**src/rtl/shift_stage_pkg.sv**
```systemverilog
// shift_stage_pkg: shared widths, flag bit indices and buffered entry type for the shift result stage.
package shift_stage_pkg;
  localparam int DATA_W = 16;
  localparam int RID_W = 4;
  localparam int FLAG_Z = 0;
  localparam int FLAG_N = 1;
  typedef struct packed {
    logic [DATA_W-1:0] data;
    logic [RID_W-1:0]  rid;
    logic              flag_we;
  } entry_t;
endpackage

```
**src/rtl/shift_result_stage_if.sv**
```systemverilog
// shift_result_stage_if: upstream/downstream handshake and flag bundle of the shift result stage.
interface shift_result_stage_if;
  import shift_stage_pkg::*;
  logic              flush;
  logic              in_valid;
  logic              in_ready;
  logic [DATA_W-1:0] in_data;
  logic [RID_W-1:0]  in_rid;
  logic              in_flag_we;
  logic              out_valid;
  logic              out_ready;
  logic [DATA_W-1:0] out_data;
  logic [RID_W-1:0]  out_rid;
  logic              flag_z;
  logic              flag_n;
  modport master (
    output flush, in_valid, in_data, in_rid, in_flag_we, out_ready,
    input  in_ready, out_valid, out_data, out_rid, flag_z, flag_n
  );
  modport slave (
    input  flush, in_valid, in_data, in_rid, in_flag_we, out_ready,
    output in_ready, out_valid, out_data, out_rid, flag_z, flag_n
  );
endinterface

```
**src/rtl/shift_skid_fifo.sv**
```systemverilog
// shift_skid_fifo: in-order DEPTH-entry buffer with registered in_ready and flush.
// SHIFT_RESULT_FWD_EN exposes per-slot occupancy and contents for operand forwarding.
module shift_skid_fifo
  import shift_stage_pkg::*;
#(
  parameter int DEPTH = 2
) (
  input  logic   clk,
  input  logic   rst_n,
  input  logic   flush,
  input  logic   in_valid,
  input  entry_t in_entry,
  output logic   in_ready,
  input  logic   out_ready,
  output logic   out_valid,
  output entry_t head,
  output logic   pop
`ifdef SHIFT_RESULT_FWD_EN
  ,
  output logic   [DEPTH-1:0] fwd_valid,
  output entry_t [DEPTH-1:0] fwd_entry
`endif
);
  localparam int PW = $clog2(DEPTH);
  localparam int CW = $clog2(DEPTH + 1);
  logic [PW-1:0] wr_ptr_q, wr_ptr_d, rd_ptr_q, rd_ptr_d;
  logic [CW-1:0] count_q, count_d;
  logic in_ready_q, in_ready_d, push;
  entry_t [DEPTH-1:0] mem_q, mem_d;
  assign out_valid = count_q != '0;
  assign in_ready = in_ready_q;
  assign head = out_valid ? mem_q[rd_ptr_q] : '0;
  // flush squashes the same-cycle push and pop so neither storage nor flags see them
  always_comb begin
    push = in_valid & in_ready_q & ~flush;
    pop = out_valid & out_ready & ~flush;
    mem_d = mem_q;
    if (push) mem_d[wr_ptr_q] = in_entry;
    wr_ptr_d = flush ? '0 : wr_ptr_q + PW'(push);
    rd_ptr_d = flush ? '0 : rd_ptr_q + PW'(pop);
    count_d = flush ? '0 : count_q + CW'(push) - CW'(pop);
    in_ready_d = count_d < CW'(DEPTH);
  end
  always_ff @(posedge clk) begin
    if (!rst_n) begin
      wr_ptr_q <= '0;
      rd_ptr_q <= '0;
      count_q <= '0;
      in_ready_q <= 1'b1;
    end else begin
      wr_ptr_q <= wr_ptr_d;
      rd_ptr_q <= rd_ptr_d;
      count_q <= count_d;
      in_ready_q <= in_ready_d;
    end
  end
  always_ff @(posedge clk) mem_q <= mem_d;
`ifdef SHIFT_RESULT_FWD_EN
  for (genvar i = 0; i < DEPTH; i++) begin : g_fwd
    logic [PW-1:0] age;
    assign age = PW'(i) - rd_ptr_q;
    assign fwd_valid[i] = {1'b0, age} < count_q;
    assign fwd_entry[i] = fwd_valid[i] ? mem_q[i] : '0;
  end
`endif
endmodule

```
**src/rtl/shift_result_stage.sv**
```systemverilog
// shift_result_stage: buffers shifter results and commits Z/N flags as results leave for writeback.
// SHIFT_RESULT_FWD_EN adds fwd_valid/fwd_rid/fwd_data forwarding ports.
module shift_result_stage
  import shift_stage_pkg::*;
#(
  parameter int DEPTH = 2
) (
  input logic clk,
  input logic rst_n,
  shift_result_stage_if.slave bus
`ifdef SHIFT_RESULT_FWD_EN
  ,
  output logic [DEPTH-1:0]       fwd_valid,
  output logic [DEPTH*RID_W-1:0] fwd_rid,
  output logic [DEPTH*DATA_W-1:0] fwd_data
`endif
);
  entry_t head, in_entry;
  logic pop;
  logic [1:0] flags_q, flags_d;
`ifdef SHIFT_RESULT_FWD_EN
  entry_t [DEPTH-1:0] fwd_entry;
`endif
  assign in_entry = '{data: bus.in_data, rid: bus.in_rid, flag_we: bus.in_flag_we};
  shift_skid_fifo #(.DEPTH(DEPTH)) u_fifo (
    .clk       (clk),
    .rst_n     (rst_n),
    .flush     (bus.flush),
    .in_valid  (bus.in_valid),
    .in_entry  (in_entry),
    .in_ready  (bus.in_ready),
    .out_ready (bus.out_ready),
    .out_valid (bus.out_valid),
    .head      (head),
    .pop       (pop)
`ifdef SHIFT_RESULT_FWD_EN
    ,
    .fwd_valid (fwd_valid),
    .fwd_entry (fwd_entry)
`endif
  );
  always_comb begin
    flags_d = flags_q;
    flags_d[FLAG_Z] = (pop & head.flag_we) ? head.data == '0 : flags_q[FLAG_Z];
    flags_d[FLAG_N] = (pop & head.flag_we) ? head.data[DATA_W-1] : flags_q[FLAG_N];
  end
  always_ff @(posedge clk) begin
    if (!rst_n) flags_q <= '0;
    else flags_q <= flags_d;
  end
  assign bus.out_data = head.data;
  assign bus.out_rid = head.rid;
  assign bus.flag_z = flags_q[FLAG_Z];
  assign bus.flag_n = flags_q[FLAG_N];
`ifdef SHIFT_RESULT_FWD_EN
  for (genvar i = 0; i < DEPTH; i++) begin : g_fwd
    assign fwd_rid[i*RID_W +: RID_W] = fwd_entry[i].rid;
    assign fwd_data[i*DATA_W +: DATA_W] = fwd_entry[i].data;
  end
`endif
endmodule

```
**src/flat_wrapper.sv**
```systemverilog
// flat-port wrapper written by rule: the top's interface ports become plain ports
module shift_result_stage_flat import shift_stage_pkg::*;
#(
  parameter int DEPTH = 2
)
  (clk, rst_n, bus_flush, bus_in_valid, bus_in_data, bus_in_rid, bus_in_flag_we, bus_out_ready, bus_in_ready, bus_out_valid, bus_out_data, bus_out_rid, bus_flag_z, bus_flag_n);
  shift_result_stage_if bus_i ();
  input logic clk;
  input logic rst_n;
  input wire logic [$bits(bus_i.flush)-1:0] bus_flush;
  input wire logic [$bits(bus_i.in_valid)-1:0] bus_in_valid;
  input wire logic [$bits(bus_i.in_data)-1:0] bus_in_data;
  input wire logic [$bits(bus_i.in_rid)-1:0] bus_in_rid;
  input wire logic [$bits(bus_i.in_flag_we)-1:0] bus_in_flag_we;
  input wire logic [$bits(bus_i.out_ready)-1:0] bus_out_ready;
  output wire logic [$bits(bus_i.in_ready)-1:0] bus_in_ready;
  output wire logic [$bits(bus_i.out_valid)-1:0] bus_out_valid;
  output wire logic [$bits(bus_i.out_data)-1:0] bus_out_data;
  output wire logic [$bits(bus_i.out_rid)-1:0] bus_out_rid;
  output wire logic [$bits(bus_i.flag_z)-1:0] bus_flag_z;
  output wire logic [$bits(bus_i.flag_n)-1:0] bus_flag_n;
  assign bus_i.flush = bus_flush;
  assign bus_i.in_valid = bus_in_valid;
  assign bus_i.in_data = bus_in_data;
  assign bus_i.in_rid = bus_in_rid;
  assign bus_i.in_flag_we = bus_in_flag_we;
  assign bus_i.out_ready = bus_out_ready;
  assign bus_in_ready = bus_i.in_ready;
  assign bus_out_valid = bus_i.out_valid;
  assign bus_out_data = bus_i.out_data;
  assign bus_out_rid = bus_i.out_rid;
  assign bus_flag_z = bus_i.flag_z;
  assign bus_flag_n = bus_i.flag_n;
  shift_result_stage #(.DEPTH(DEPTH)) u_core (.clk(clk), .rst_n(rst_n), .bus(bus_i));
endmodule
```
**config.mk**
```make
export PLATFORM = sky130hd
export DESIGN_NAME = shift_result_stage_flat
export DESIGN_NICKNAME = d
export VERILOG_FILES = /design/src/rtl/shift_stage_pkg.sv /design/src/rtl/shift_result_stage_if.sv /design/src/rtl/shift_skid_fifo.sv /design/src/rtl/shift_result_stage.sv /design/src/flat_wrapper.sv
export SDC_FILE = /design/constraint.sdc
export NUM_CORES = 1
export LEC_CHECK = 0
export CORE_MARGIN = 10
export CORE_UTILIZATION = 50
export CTS_CLUSTER_DIAMETER = 200
export CTS_CLUSTER_SIZE = 28
export DETAILED_ROUTE_END_ITERATION = 8
export DONT_BUFFER_PORTS = 1
export SETUP_SLACK_MARGIN = 0.5
export SYNTH_ARGS = -nofsm -noshare
export SYNTH_HDL_FRONTEND = slang
export SYNTH_HIERARCHICAL = 1
export SYNTH_SLANG_ARGS = --single-unit
export TNS_END_PERCENT = 10
```
**constraint.sdc**
```tcl
create_clock -name clk -period 2.3 [get_ports clk]
set_input_delay 0.46 -clock clk [delete_from_list [all_inputs] [get_ports clk]]
set_output_delay 0.46 -clock clk [all_outputs]
set_load 0.005 [all_outputs]
```
==> impl_summary.txt, run 1 <==
----------------------------------------------------
[Clock network]
  Register clock-pin slew on the reported worst setup and hold paths ... 0.09 ns
  Clock root cell ... clkbuf_8
  Count of H-tree levels built during CTS ... 2
  Clock tree from TritonCTS ... built
  Total clock buffers created by CTS ... 5
  TritonCTS sink count ... 49
  Bufs on Longest Clock Path ... 2
  Insertion delay of the later-clocked pin in the worst-skew pair ... 0.30 ns

[Global routing]
  Number of antenna violations at the first check in global routing ... 0
  Gr ovfl total ... 0
  Via count of the first global-routing pass ... 1034
  Largest net degree at the start of global routing ... 17
  Total Routing Usage GR ... 11.29%
  Global-route wire length before repair ... 5526 um

[Min path]
  Worst min-delay path startpoint ... bus_in_data[5]
  Class of the tightest hold or removal check ... input port to flip-flop

[Timing]
  Fin crit share ... 77.29%
  Sum of negative setup slack ... 0 ns
  Final hold violation count ... 0
  Worst relative slew slack ... 66.09%
  Worst slack on hold paths ... 0.2502 ns
  RSZ-0062 raised after global routing ... true
  Worst Slack Setup Final ... 0.5224 ns
  Final setup fails ... 0
  Final Max Slew Viols ... 0
  Final Critical Period ... 1.778 ns
  Clock skew ... 0.003842 ns
  Slew at the pin with the worst max-slew slack ... 0.5087 ns
  Maximum operating frequency ... 0.5626 GHz

[Synthesis]
  Post-synth net total ... 160
  Combined area of all synthesized cells ... 1968 um2
  Top cell type by total area after synthesis ... edfxtp_1
  Leading cell types by total area after synthesis ... edfxtp_1 (64%), mux2i_1 (11%), dfxtp_1 (7.1%), nor2_1 (4.8%), ha_1 (2.5%)
  Proportion of netlist area held by the largest area contributor ... 64.08%
  Synthesis Warnings ... 6
  Simple logic cell fraction of the synthesized area ... 10.17%
  Area share of fa/ha/maj cells after synthesis ... 2.543%
  Number of storage elements in the synthesis netlist ... 49
  Post-synthesis instance total ... 130
  Avg Synthesized Cell Area ... 15.14 um2
  Sequential element share of the synthesized area ... 71.20%
  Fraction of synthesized area in multiplexers ... 11.19%
  Yosys cell types ... 22
  Combinational family with the most area after synthesis ... multiplexers
  Area fraction in compound gates after synthesis ... 0.8900%
  Synthesized-area fraction occupied by xor and xnor cells ... 1.208%

[Setup path]
  Buffers and inverters on the worst path ... 2
  Slowest cell on the critical path ... dfxtp_4
  Worst path required time ... 1.84 ns
  Critical path launch point type ... flip-flop
  Worst Path Max Fanout ... 7
  Startpoint of the worst setup timing path ... u_core/u_fifo/rd_ptr_q
  Kind of end point of the critical path ... primary output
  Critical path data arrival time ... 1.32 ns
  Cell-by-cell listing of the critical path ... buf_8, mux2i_1, nor2_1, buf_4
  CP Class ... flip-flop to primary output
  Startpoint of the worst register-to-register path ... u_core/u_fifo/count_q[0]
  Cell family with the largest share of critical-path delay ... flip-flops
  Setup slack of the worst register-to-register path ... 0.53 ns
  Delay contributed by the slowest stage of the critical path ... 0.42 ns

[Die]
  Std cell rows ... 22
  Die H ... 82.74 um
  Full die area ... 6846 um2
  Starting density of the core ... 52.57%
  Die width ... 82.74 um
  Top-level I/O count ... 50
  Placeable core region ... 3744 um2

[Drt]
  # DRC ... 0
  Wire length the detailed router placed on met1 ... 1400 um
  Iteration-0 DRC count of the detailed router ... 99
  Met2 wire length ... 1775 um
  Drt first pass iters ... 4
  Count of vias placed by the detailed router ... 1042
  Wire length after detailed routing ... 3742 um
  Met3 routed wirelength ... 511 um
  Post-route ant nets ... 0
  Highest layer used for signal routing ... met4
  Final routed wire length divided by cell count ... 19.09 um
  Routed vias/inst ... 5.316

[Job]
  Count of max-cap constraint violations ... 0

[Final layout]
  Final #Nets ... 177
  Share of post-route cells with drive strength above 1 ... 18.92%
  Layout Area Growth over Synthesis ... 13.60%
  Number of diodes added for antenna fixing ... 0
  Fillcell total ... 307

[Placement]
  Hpwl dp ... 2836 um
  Worst slack at placement ... 0.4270 ns
  PortBufs ... 0
  GPL Wtd Cong ... 0.7466

[Power]
  Peak supply drop ... 0.5387 mV
  Overall power consumption ... 1566 uW
  Static leakage power ... 0.0007647 uW
  P per Cell Area ... 700.4 nW/um2

[Status]
  Run status ... finished, final reports clean

----------------------------------------------------
-- path summary, 6_finish.rpt --
path	cells after the start	endpoint
max reg2reg	7	u_core/u_fifo/count_q[1]
min	0	u_core/u_fifo/mem_q[10]
min reg2reg	2	u_core/flags_q[0]
max	4	bus_out_data[1]
-- placed cells by master, fill, tap and decap left out, types with 2 or more instances in the layout --
cell type,Yosys,layout
edfxtp_1,42,42
nor2_1,25,24
mux2i_1,22,22
buf_4,0,10
clkbuf_8,0,5
nand2_1,4,4
dfxtp_1,7,4
ha_1,4,4
inv_1,3,3
nor4_1,2,2
or4_1,2,2
nand3_1,2,2
nor2b_1,2,2
and2_1,2,2
dfxtp_2,0,2
buf_12,0,2
-- layout make-up --
type,instances,area (um2),area share (%)
repair buffers,14,141.4,6.323
clock inverters,3,21.27,0.9513
multi-input cells,74,525.5,23.50
inverters,3,11.26,0.5036
clock buffers,5,68.82,3.078
well taps,48,60.06,2.686
flip-flops and latches,49,1408,62.95
-- sequential cells by signal, indices dropped and copies added, names as in the netlist --
register                count
u_core/u_fifo/mem_q        42
u_core/flags_q              2
u_core/u_fifo/count_q       2
u_core/u_fifo/in_ready      1
u_core/u_fifo/rd_ptr_q      1
u_core/u_fifo/wr_ptr_q      1
-- cells in the mapped netlist --
cell / count
or4_1: 2
dfxtp_1: 7
nand2_1: 4
xor3_1: 1
or2_2: 1
mux2i_1: 22
ha_1: 4
nand3_1: 2
nand3b_1: 1
nand4_1: 1
or3b_1: 1
a21boi_0: 1
o21ai_1: 1
buf_6: 3
and2_1: 2
nor2b_1: 2
buf_2: 2
nor4_1: 2
nor2_1: 25
o21ai_0: 1
edfxtp_1: 42
inv_1: 3
-- worst reg2reg max path, cell delays in order, from the launching register on --
cell and delay [ns]:
dfxtp_2 0.36, o21ai_0 0.28, nor2_1 0.14, ha_1 0.30, inv_1 0.05, ha_1 0.14, xor3_1 0.23, and2_1 0.16
-- metal layers --
metal | up-vias | track usage (%)
met5 | - | 0
li1 | 504 | -
met1 | 496 | 11.68
met4 | 0 | 4.515
met3 | 6 | 7.667
met2 | 36 | 17.67
-- timing repair --
item,in CTS,in global routing
resized for setup,5,2
pin swaps,0,3
endpoints found under the hold margin,0,0
setup endpoints to repair,15,4
cloned,0,1
setup buffers,1,2
hold buffers,0,0
-- power by group --
part	internal (uW)	switching, uW	leakage [uW]
registers	988	7.72	0.000444
clock network	215	273	0.0000445
logic	36.3	45.7	0.000276
-- logic make-up (layout without fill, tap and decap cells) --
logic type | Yosys count | count (layout)
AOI/OAI and AO/OA | 3 | 3
xor gates and xnor gates | 1 | 1
muxes | 22 | 22
buffers and inverters | 8 | 25
DFF | 49 | 49
and+or+nand+nor | 43 | 44
adders and majority gates | 4 | 4
-- metrics by stage --
step	instances	util (%)	cell area, um2
after detailed placement	184	55.98	2096
final	196	59.73	2236
after floorplan	130	-	1977
after CTS	193	59.09	2212
after global placement	184	55.98	2096
after global routing	196	59.73	2236
Power figures use the tool's default switching activity.
==> run 2, diff against run 1 <==
clock period = 1.7 ns   (was 2.3 ns; I/O delays follow)
==> run 2 against run 1 <==
Against the previous run: the flow now finishes with violations (setup timing); clock power increased by 28%; cell area increased by 12%; non-clock buffer count increased by 23; hold slack got worse by 0.11 ns; sequential share of layout area decreased by 6.6 points; critical path depth increased by 2; first-iteration DRC count decreased by 68%; via count increased by 8.3%; global-route usage increased by 0.72 points; wire length increased by 6.0%; clock skew increased by 0.00085 ns; critical path type unchanged; largest cell class unchanged; largest power group unchanged.
==> impl_summary.txt, run 2 (synthesis gave the netlist of run 1 again) <==
----------------------------------------------------
[Status]
  Run status ... complete, but fails checks
  Failing checks ... setup timing

[Setup path]
  Worst r2r path cells ... 8 (+1)
  Worst Path Max Fanout ... 7 (unchanged)
  Cell-by-cell listing of the critical path ... buf_4, buf_6, mux2i_1, nor2_2, buf_4, buf_4
  Kind of end point of the critical path ... primary output
  Most used cell, CP ... buf_4
  Destination of the worst register-to-register timing path ... u_core/flags_q[0]
  CP Class ... flip-flop to primary output
  Slowest cell on the critical path ... dfxtp_4
  Worst path required time ... 1.36 ns (-0.48 ns)
  Setup slack of the worst register-to-register path ... -0.08 ns (-0.61 ns)
  Delay contributed by the slowest stage of the critical path ... 0.42 ns (about the same)
  Critical path launch point type ... flip-flop
  Buffers and inverters on the worst path ... 4 (+2)
  Cell family with the largest share of critical-path delay ... buffers and inverters
  Critical path data arrival time ... 1.46 ns (+0.14 ns)
  Startpoint of the worst register-to-register path ... u_core/u_fifo/rd_ptr_q

[Power]
  Peak supply drop ... 0.7405 mV (+37%)
  Static leakage power ... 0.0008891 uW (+16%)
  P per Cell Area ... 851.3 nW/um2 (+22%)
  Overall power consumption ... 2127 uW (+36%)

[Die]
  Full die area ... 6846 um2 (unchanged)
  Placeable core region ... 3744 um2 (unchanged)
  Die H ... 82.74 um (unchanged)
  Top-level I/O count ... 50 (unchanged)
  Std cell rows ... 22 (unchanged)
  Die width ... 82.74 um (unchanged)
  Starting density of the core ... 52.57% (unchanged)

[Timing]
  Worst Slack Setup Final ... -0.1007 ns (-0.6231 ns)
  Fin crit share ... 105.9%
  Clock skew ... 0.004690 ns (+0.0008480 ns)
  Final Critical Period ... 1.801 ns
  Worst slack on hold paths ... 0.1357 ns (-0.1145 ns)
  RSZ-0062 raised after global routing ... true
  Slew at the pin with the worst max-slew slack ... 0.3307 ns (-0.1780 ns)
  Final setup fails ... 5 (+5)
  Final Max Slew Viols ... 0 (unchanged)
  Final hold violation count ... 0 (unchanged)
  Maximum operating frequency ... 0.5553 GHz
  Worst relative slew slack ... 77.75% (+12 points)

[Job]
  Count of max-cap constraint violations ... 0 (unchanged)

[Drt]
  # DRC ... 0 (unchanged)
  Drt first pass iters ... 4 (unchanged)
  Count of vias placed by the detailed router ... 1128 (+8.3%)
  Routed vias/inst ... 5.198 (-2.2%)
  Wire length after detailed routing ... 3967 um (+6.0%)
  Post-route ant nets ... 0 (unchanged)
  Iteration-0 DRC count of the detailed router ... 32 (-68%)
  Final routed wire length divided by cell count ... 18.28 um (-4.2%)

[Global routing]
  Number of antenna violations at the first check in global routing ... 0 (unchanged)
  Gr ovfl total ... 0 (unchanged)
  Via count of the first global-routing pass ... 1182 (+14%)
  Largest net degree at the start of global routing ... 22 (+5)
  Total Routing Usage GR ... 12.01% (+0.72 points)
  Global-route wire length before repair ... 5989 um (+8.4%)

[Clock network]
  Hold buffer count at CTS ... 0 (unchanged)
  Clock root cell ... clkbuf_8
  Insertion delay of the later-clocked pin in the worst-skew pair ... 0.29 ns (about the same)
  Clock tree from TritonCTS ... built
  TritonCTS sink count ... 49 (unchanged)
  Bufs on Longest Clock Path ... 2 (unchanged)
  Register clock-pin slew on the reported worst setup and hold paths ... 0.08 ns (about the same)
  Count of H-tree levels built during CTS ... 2 (unchanged)
  Total clock buffers created by CTS ... 5 (unchanged)

[Final layout]
  Biggest register ... u_core/u_fifo/mem_q
  Top flop regs ... u_core/u_fifo/mem_q (42), u_core/flags_q (2), u_core/u_fifo/count_q (2)
  Flip-flop count of the largest register after layout ... 42 (unchanged)
  Most common cell after layout, fill and taps aside ... edfxtp_1
  Final #Nets ... 199 (+12%)
  Layout Area Growth over Synthesis ... 26.96%
  Finished Layout Cells ... 217 (+11%)
  Share of post-route cells with drive strength above 1 ... 37.28% (+18 points)
  Number of diodes added for antenna fixing ... 0 (unchanged)
  Highest-count cells in the layout ignoring fill and taps ... edfxtp_1 (42), buf_4 (26), nor2_1 (21)

[Placement]
  PortBufs ... 0 (unchanged)
  Placed Instances ... 208 (+13%)
  Hpwl dp ... 2906 um (+2.5%)
  Worst slack at placement ... -0.09219 ns (-0.5192 ns)
  GPL Wtd Cong ... 0.7280 (-2.5%)

[Min path]
  Class of the tightest hold or removal check ... input port to flip-flop
  Hold path cells ... 0 (unchanged)
  Hold endpoint ... u_core/u_fifo/mem_q[0]
  Worst min-delay path startpoint ... bus_in_flag_we

----------------------------------------------------
==> run 2: changes by cell type in the layout (fill, tap and decap cells not counted), sizes merged <==
cell | previous run | this run
nor2 | 26 | 25
inv | 4 | 3
buf | 14 | 37
==> run 2: area by class of cell <==
type,instances,area [um2]
sequential,49,1409
fill,298,1245
multi-input combinational,73,606.8
timing repair buffer,37,331.6
clock buffer,5,68.82
tap,48,60.06
clock inverter,2,11.26
inverter,3,11.26
==> run 2: per-layer routing <==
metal	up-vias	wire length, um	GRT usage (%)	part of all wire [%]
li1	549	-	-	-
met1	536	1463	12.35	37
met2	38	2001	19.75	50
met3	5	456	7.451	11
met4	0	45	4.013	1.1
met5	-	0	0	0
==> run 2: how the worst max path moves through the flow <==
stage                                      start                end  cells after the start
after detailed placement  u_core/u_fifo/rd_ptr_q  u_core/flags_q[0]                      5
final                     u_core/u_fifo/rd_ptr_q    bus_out_data[1]                      6
after CTS                 u_core/u_fifo/rd_ptr_q  u_core/flags_q[0]                      5
after global placement    u_core/u_fifo/rd_ptr_q  u_core/flags_q[0]                      5
after global routing      u_core/u_fifo/rd_ptr_q  u_core/flags_q[0]                      5
after floorplan           u_core/u_fifo/rd_ptr_q  u_core/flags_q[0]                      7
==> run 2: repair_timing <==
| item | in CTS | in global routing |
|---|---|---|
| gates resized for setup | 22 | 15 |
| buffers inserted | 0 | 2 |
| setup endpoints to repair | 68 | 69 |
| pin swaps | 6 | 10 |
==> run 2: stage by stage <==
stage          util, %  setup TNS [ns]  area, um2
6_report         66.74         -0.3339       2499
5_1_grt          66.74         -0.8461       2499
4_1_cts          64.77         -0.2770       2425
3_5_place_dp     60.73        -0.09219       2273
3_3_place_gp     60.73        -0.03732       2273
2_1_floorplan        -         -0.1633       1989
==> run 2: report_power, final <==
part | total (uW) | internal [uW] | switching, uW
sequential | 1350 | 1340 | 11.0
clock | 625 | 276 | 349
combinational | 154 | 80.3 | 73.6
==> run 3, diff against run 2 <==
ABC_AREA = 1   (was unset)
==> run 3 against run 2 <==
Against the previous run: the flow now finishes without violations; sequential share of layout area rose by 0.75 points; register-to-register slack improved by 0.36 ns; flip-flop and latch count is the same; total power rose by 0.91%; combinational power fell by 4%; core utilization down 1.4 points; count of clock-buffer cells in the layout is 1 higher; non-clock buffer count fell by 7; synthesized area increased by 1.8%; critical path depth decreased by 2; setup slack better by 0.25 ns; clock skew grew 0.00096 ns; critical path type unchanged; largest cell class unchanged.
==> impl_summary.txt, run 3 <==
----------------------------------------------------
[Power]
  P per Cell Area ... 871.2 nW/um2 (+2.3%)
  Overall power consumption ... 2146 uW (+0.91%)
  Peak supply drop ... 0.7024 mV (-5.1%)
  Static leakage power ... 0.0009425 uW (+6.0%)

[Clock network]
  Clock root cell ... clkbuf_8
  Bufs on Longest Clock Path ... 2 (unchanged)
  Total clock buffers created by CTS ... 5 (unchanged)
  Count of H-tree levels built during CTS ... 2 (unchanged)
  Clock tree from TritonCTS ... built
  Insertion delay of the later-clocked pin in the worst-skew pair ... 0.30 ns (about the same)
  Register clock-pin slew on the reported worst setup and hold paths ... 0.08 ns (about the same)
  TritonCTS sink count ... 49 (unchanged)
  Hold buffer count at CTS ... 0 (unchanged)

[Job]
  Count of max-cap constraint violations ... 0 (unchanged)

[Final layout]
  Final #Nets ... 239 (+20%)
  Biggest register ... u_core/u_fifo/mem_q
  Fillcell total ... 294 (-1.3%)
  Layout Area Growth over Synthesis ... 22.99%
  Most common cell after layout, fill and taps aside ... nand2_1
  Multi-input gate area in the final layout ... 571.8 um2 (-5.8%)
  Share of post-route cells with drive strength above 1 ... 32.38% (-4.9 points)
  Final core utilization ... 65.33% (-1.4 points)
  Flip-flop count of the largest register after layout ... 42 (unchanged)
  Highest-count cells in the layout ignoring fill and taps ... nand2_1 (52), edfxtp_1 (42), buf_4 (23)
  Register area ... 1408 um2 (about the same)
  Top flop regs ... u_core/u_fifo/mem_q (42), u_core/flags_q (2), u_core/u_fifo/count_q (2)
  Number of diodes added for antenna fixing ... 0 (unchanged)

[Synthesis]
  Sequential element share of the synthesized area ... 69.96% (-1.2 points)
  Combinational family with the most area after synthesis ... simple AND/OR/NAND/NOR gates
  Async set-or-reset flop fraction in the synthesized netlist ... 0% (unchanged)
  Yosys cell types ... 14 (-36%)
  Commonest register cell after synthesis ... edfxtp_1
  Synthesized-area fraction occupied by xor and xnor cells ... 0% (-1.2 points)
  Number of synthesized flops with an enable pin ... 42 (unchanged)
  Post-synthesis instance total ... 178 (+37%)
  Synthesis Warnings ... 6 (unchanged)
  Combined area of all synthesized cells ... 2003 um2 (+1.8%)
  Post-synth net total ... 208 (+30%)
  Area share of fa/ha/maj cells after synthesis ... 2.498% (-0.044 points)
  Most frequent cell after synthesis ... nand2_1
  Fraction of synthesized area in multiplexers ... 0% (-11 points)
  Avg Synthesized Cell Area ... 11.25 um2 (-26%)
  Leading cell types by count after synthesis ... nand2_1 (56), edfxtp_1 (42), a21oi_1 (20)
  Simple logic cell fraction of the synthesized area ... 15.68% (+5.5 points)
  Top cell type by total area after synthesis ... edfxtp_1
  Leading cell types by total area after synthesis ... edfxtp_1 (63%), nand2_1 (10%), dfxtp_1 (7.0%), a21oi_1 (5.0%), nor2_1 (3.4%)
  Area fraction in compound gates after synthesis ... 6.309% (+5.4 points)
  Proportion of netlist area held by the largest area contributor ... 62.96% (-1.1 points)
  Number of storage elements in the synthesis netlist ... 49 (unchanged)

[Setup path]
  Startpoint of the worst register-to-register path ... u_core/u_fifo/count_q[1]
  Startpoint of the worst setup timing path ... u_core/u_fifo/rd_ptr_q
  Delay contributed by the slowest stage of the critical path ... 0.41 ns (about the same)
  Critical path data arrival time ... 1.21 ns (-0.25 ns)
  Destination of the worst register-to-register timing path ... u_core/flags_q[0]
  Cell-by-cell listing of the critical path ... buf_6, nand2_1, a21oi_2, buf_4
  Worst Path Max Fanout ... 7 (unchanged)
  Cell family with the largest share of critical-path delay ... flip-flops
  Critical path launch point type ... flip-flop
  Worst r2r path cells ... 9 (+1)
  Worst path required time ... 1.36 ns (about the same)
  Slowest cell on the critical path ... dfxtp_4
  Buffers and inverters on the worst path ... 2 (-2)
  Kind of end point of the critical path ... primary output
  Path length in cells of the critical path ... 4 (-2)
  Setup slack of the worst register-to-register path ... 0.28 ns (+0.36 ns)
  CP Class ... flip-flop to primary output
  CP Capture Point ... bus_out_data[15]

[Die]
  Die width ... 83.30 um (+0.67%)
  Placeable core region ... 3771 um2 (+0.74%)
  Std cell rows ... 22 (unchanged)
  Full die area ... 6938 um2 (+1.3%)
  Top-level I/O count ... 50 (unchanged)
  Starting density of the core ... 53.12% (+0.55 points)
  Die H ... 83.30 um (+0.67%)

[Timing]
  Fin crit share ... 91.23% (-15 points)
  Worst slack on hold paths ... 0.1251 ns (-0.01065 ns)
  Maximum operating frequency ... 0.6448 GHz (+16%)
  Final Critical Period ... 1.551 ns (-0.2498 ns)
  Sum of negative setup slack ... 0 ns (+0.3339 ns)
  Final hold violation count ... 0 (unchanged)
  Final setup fails ... 0 (-5)
  Clock skew ... 0.005647 ns (+0.0009574 ns)
  Worst relative slew slack ... 85.87% (+8.1 points)
  Final Max Slew Viols ... 0 (unchanged)
  RSZ-0062 raised after global routing ... true
  Slew at the pin with the worst max-slew slack ... 0.2127 ns (-0.1180 ns)

[Global routing]
  Via count of the first global-routing pass ... 1327 (+12%)
  Number of antenna violations at the first check in global routing ... 0 (unchanged)
  Gr ovfl total ... 0 (unchanged)
  Largest net degree at the start of global routing ... 22 (unchanged)
  Global-route wire length before repair ... 6437 um (+7.5%)
  Total Routing Usage GR ... 11.51% (-0.49 points)

[Drt]
  Iteration-0 DRC count of the detailed router ... 92 (+190%)
  # DRC ... 0 (unchanged)
  Routed vias/inst ... 5.081 (-2.2%)
  Wire length after detailed routing ... 3914 um (-1.3%)
  Post-route ant nets ... 0 (unchanged)
  Final routed wire length divided by cell count ... 15.17 um (-17%)
  Count of vias placed by the detailed router ... 1311 (+16%)
  Drt first pass iters ... 4 (unchanged)

[Placement]
  Hpwl dp ... 2874 um (-1.1%)
  GPL Wtd Cong ... 0.7992 (+9.8%)
  PortBufs ... 0 (unchanged)

[Min path]
  Class of the tightest hold or removal check ... input port to flip-flop

[Status]
  Run status ... finished, final reports clean

----------------------------------------------------
## run 3: worst min path at each step
stage / from / to / cells after the start
final: bus_in_data[5] / u_core/u_fifo/mem_q[10] / 0
after global routing: bus_in_data[5] / u_core/u_fifo/mem_q[10] / 0
after CTS: bus_in_data[5] / u_core/u_fifo/mem_q[10] / 0
after detailed placement: bus_in_data[8] / u_core/u_fifo/mem_q[34] / 0
after global placement: bus_in_data[0] / u_core/u_fifo/mem_q[26] / 0
after floorplan: bus_in_flag_we / u_core/u_fifo/mem_q[0] / 0
## run 3: metrics by stage
| stage | instances | setup WS, ns | cell area, um2 |
|---|---|---|---|
| after floorplan | 178 | 0.3951 | 2013 |
| after global routing | 258 | 0.07370 | 2464 |
| final | 258 | 0.1491 | 2464 |
| after detailed placement | 243 | 0.2279 | 2216 |
| after CTS | 257 | 0.1423 | 2450 |
| after global placement | 243 | 0.3027 | 2216 |
## run 3: layer usage
metal | share of wire, % | track usage (%) | vias to the layer above
met5 | 0 | 0 | -
met4 | 1.3 | 4.154 | 0
met3 | 12 | 7.031 | 6
met2 | 52 | 20.18 | 36
met1 | 35 | 10.62 | 617
li1 | - | - | 652
## run 3: cells by family after synthesis
logic type / Yosys count
adder cells (fa/ha/maj): 4
AO/OA/AOI/OAI: 23
flip-flops: 49
buffers and inverters: 21
AND/OR/NAND/NOR: 81
## run 3: power by group
part	internal (uW)	switching (uW)
Clock	289	362
Sequential	1340	9.33
Combinational	62.5	85.8
Total	1690	457
## run 3: worst reg2reg max path, stage by stage, from the launching register on
cell	delay, ns
dfxtp_2	0.34
nor2_4	0.17
buf_4	0.18
a21oi_2	0.05
buf_4	0.12
nor2_1	0.11
nand2_1	0.07
nor2_1	0.12
nand3_1	0.10
a21oi_2	0.11
## run 3: timing repair
| item | in CTS | in global routing |
|---|---|---|
| pin swaps | 13 | 1 |
| setup buffers | 5 | 1 |
| cloned | 1 | 0 |
| resized for setup | 32 | 2 |
| setup endpoints to repair | 68 | 68 |
## run 3: cell type report
class	instances	area share (%)
inverter	15	2.590
multi-input combinational	108	23.21
clock inverter	2	0.6094
sequential	49	57.14
timing repair buffer	30	11.07
tap	48	2.438
clock buffer	6	2.946
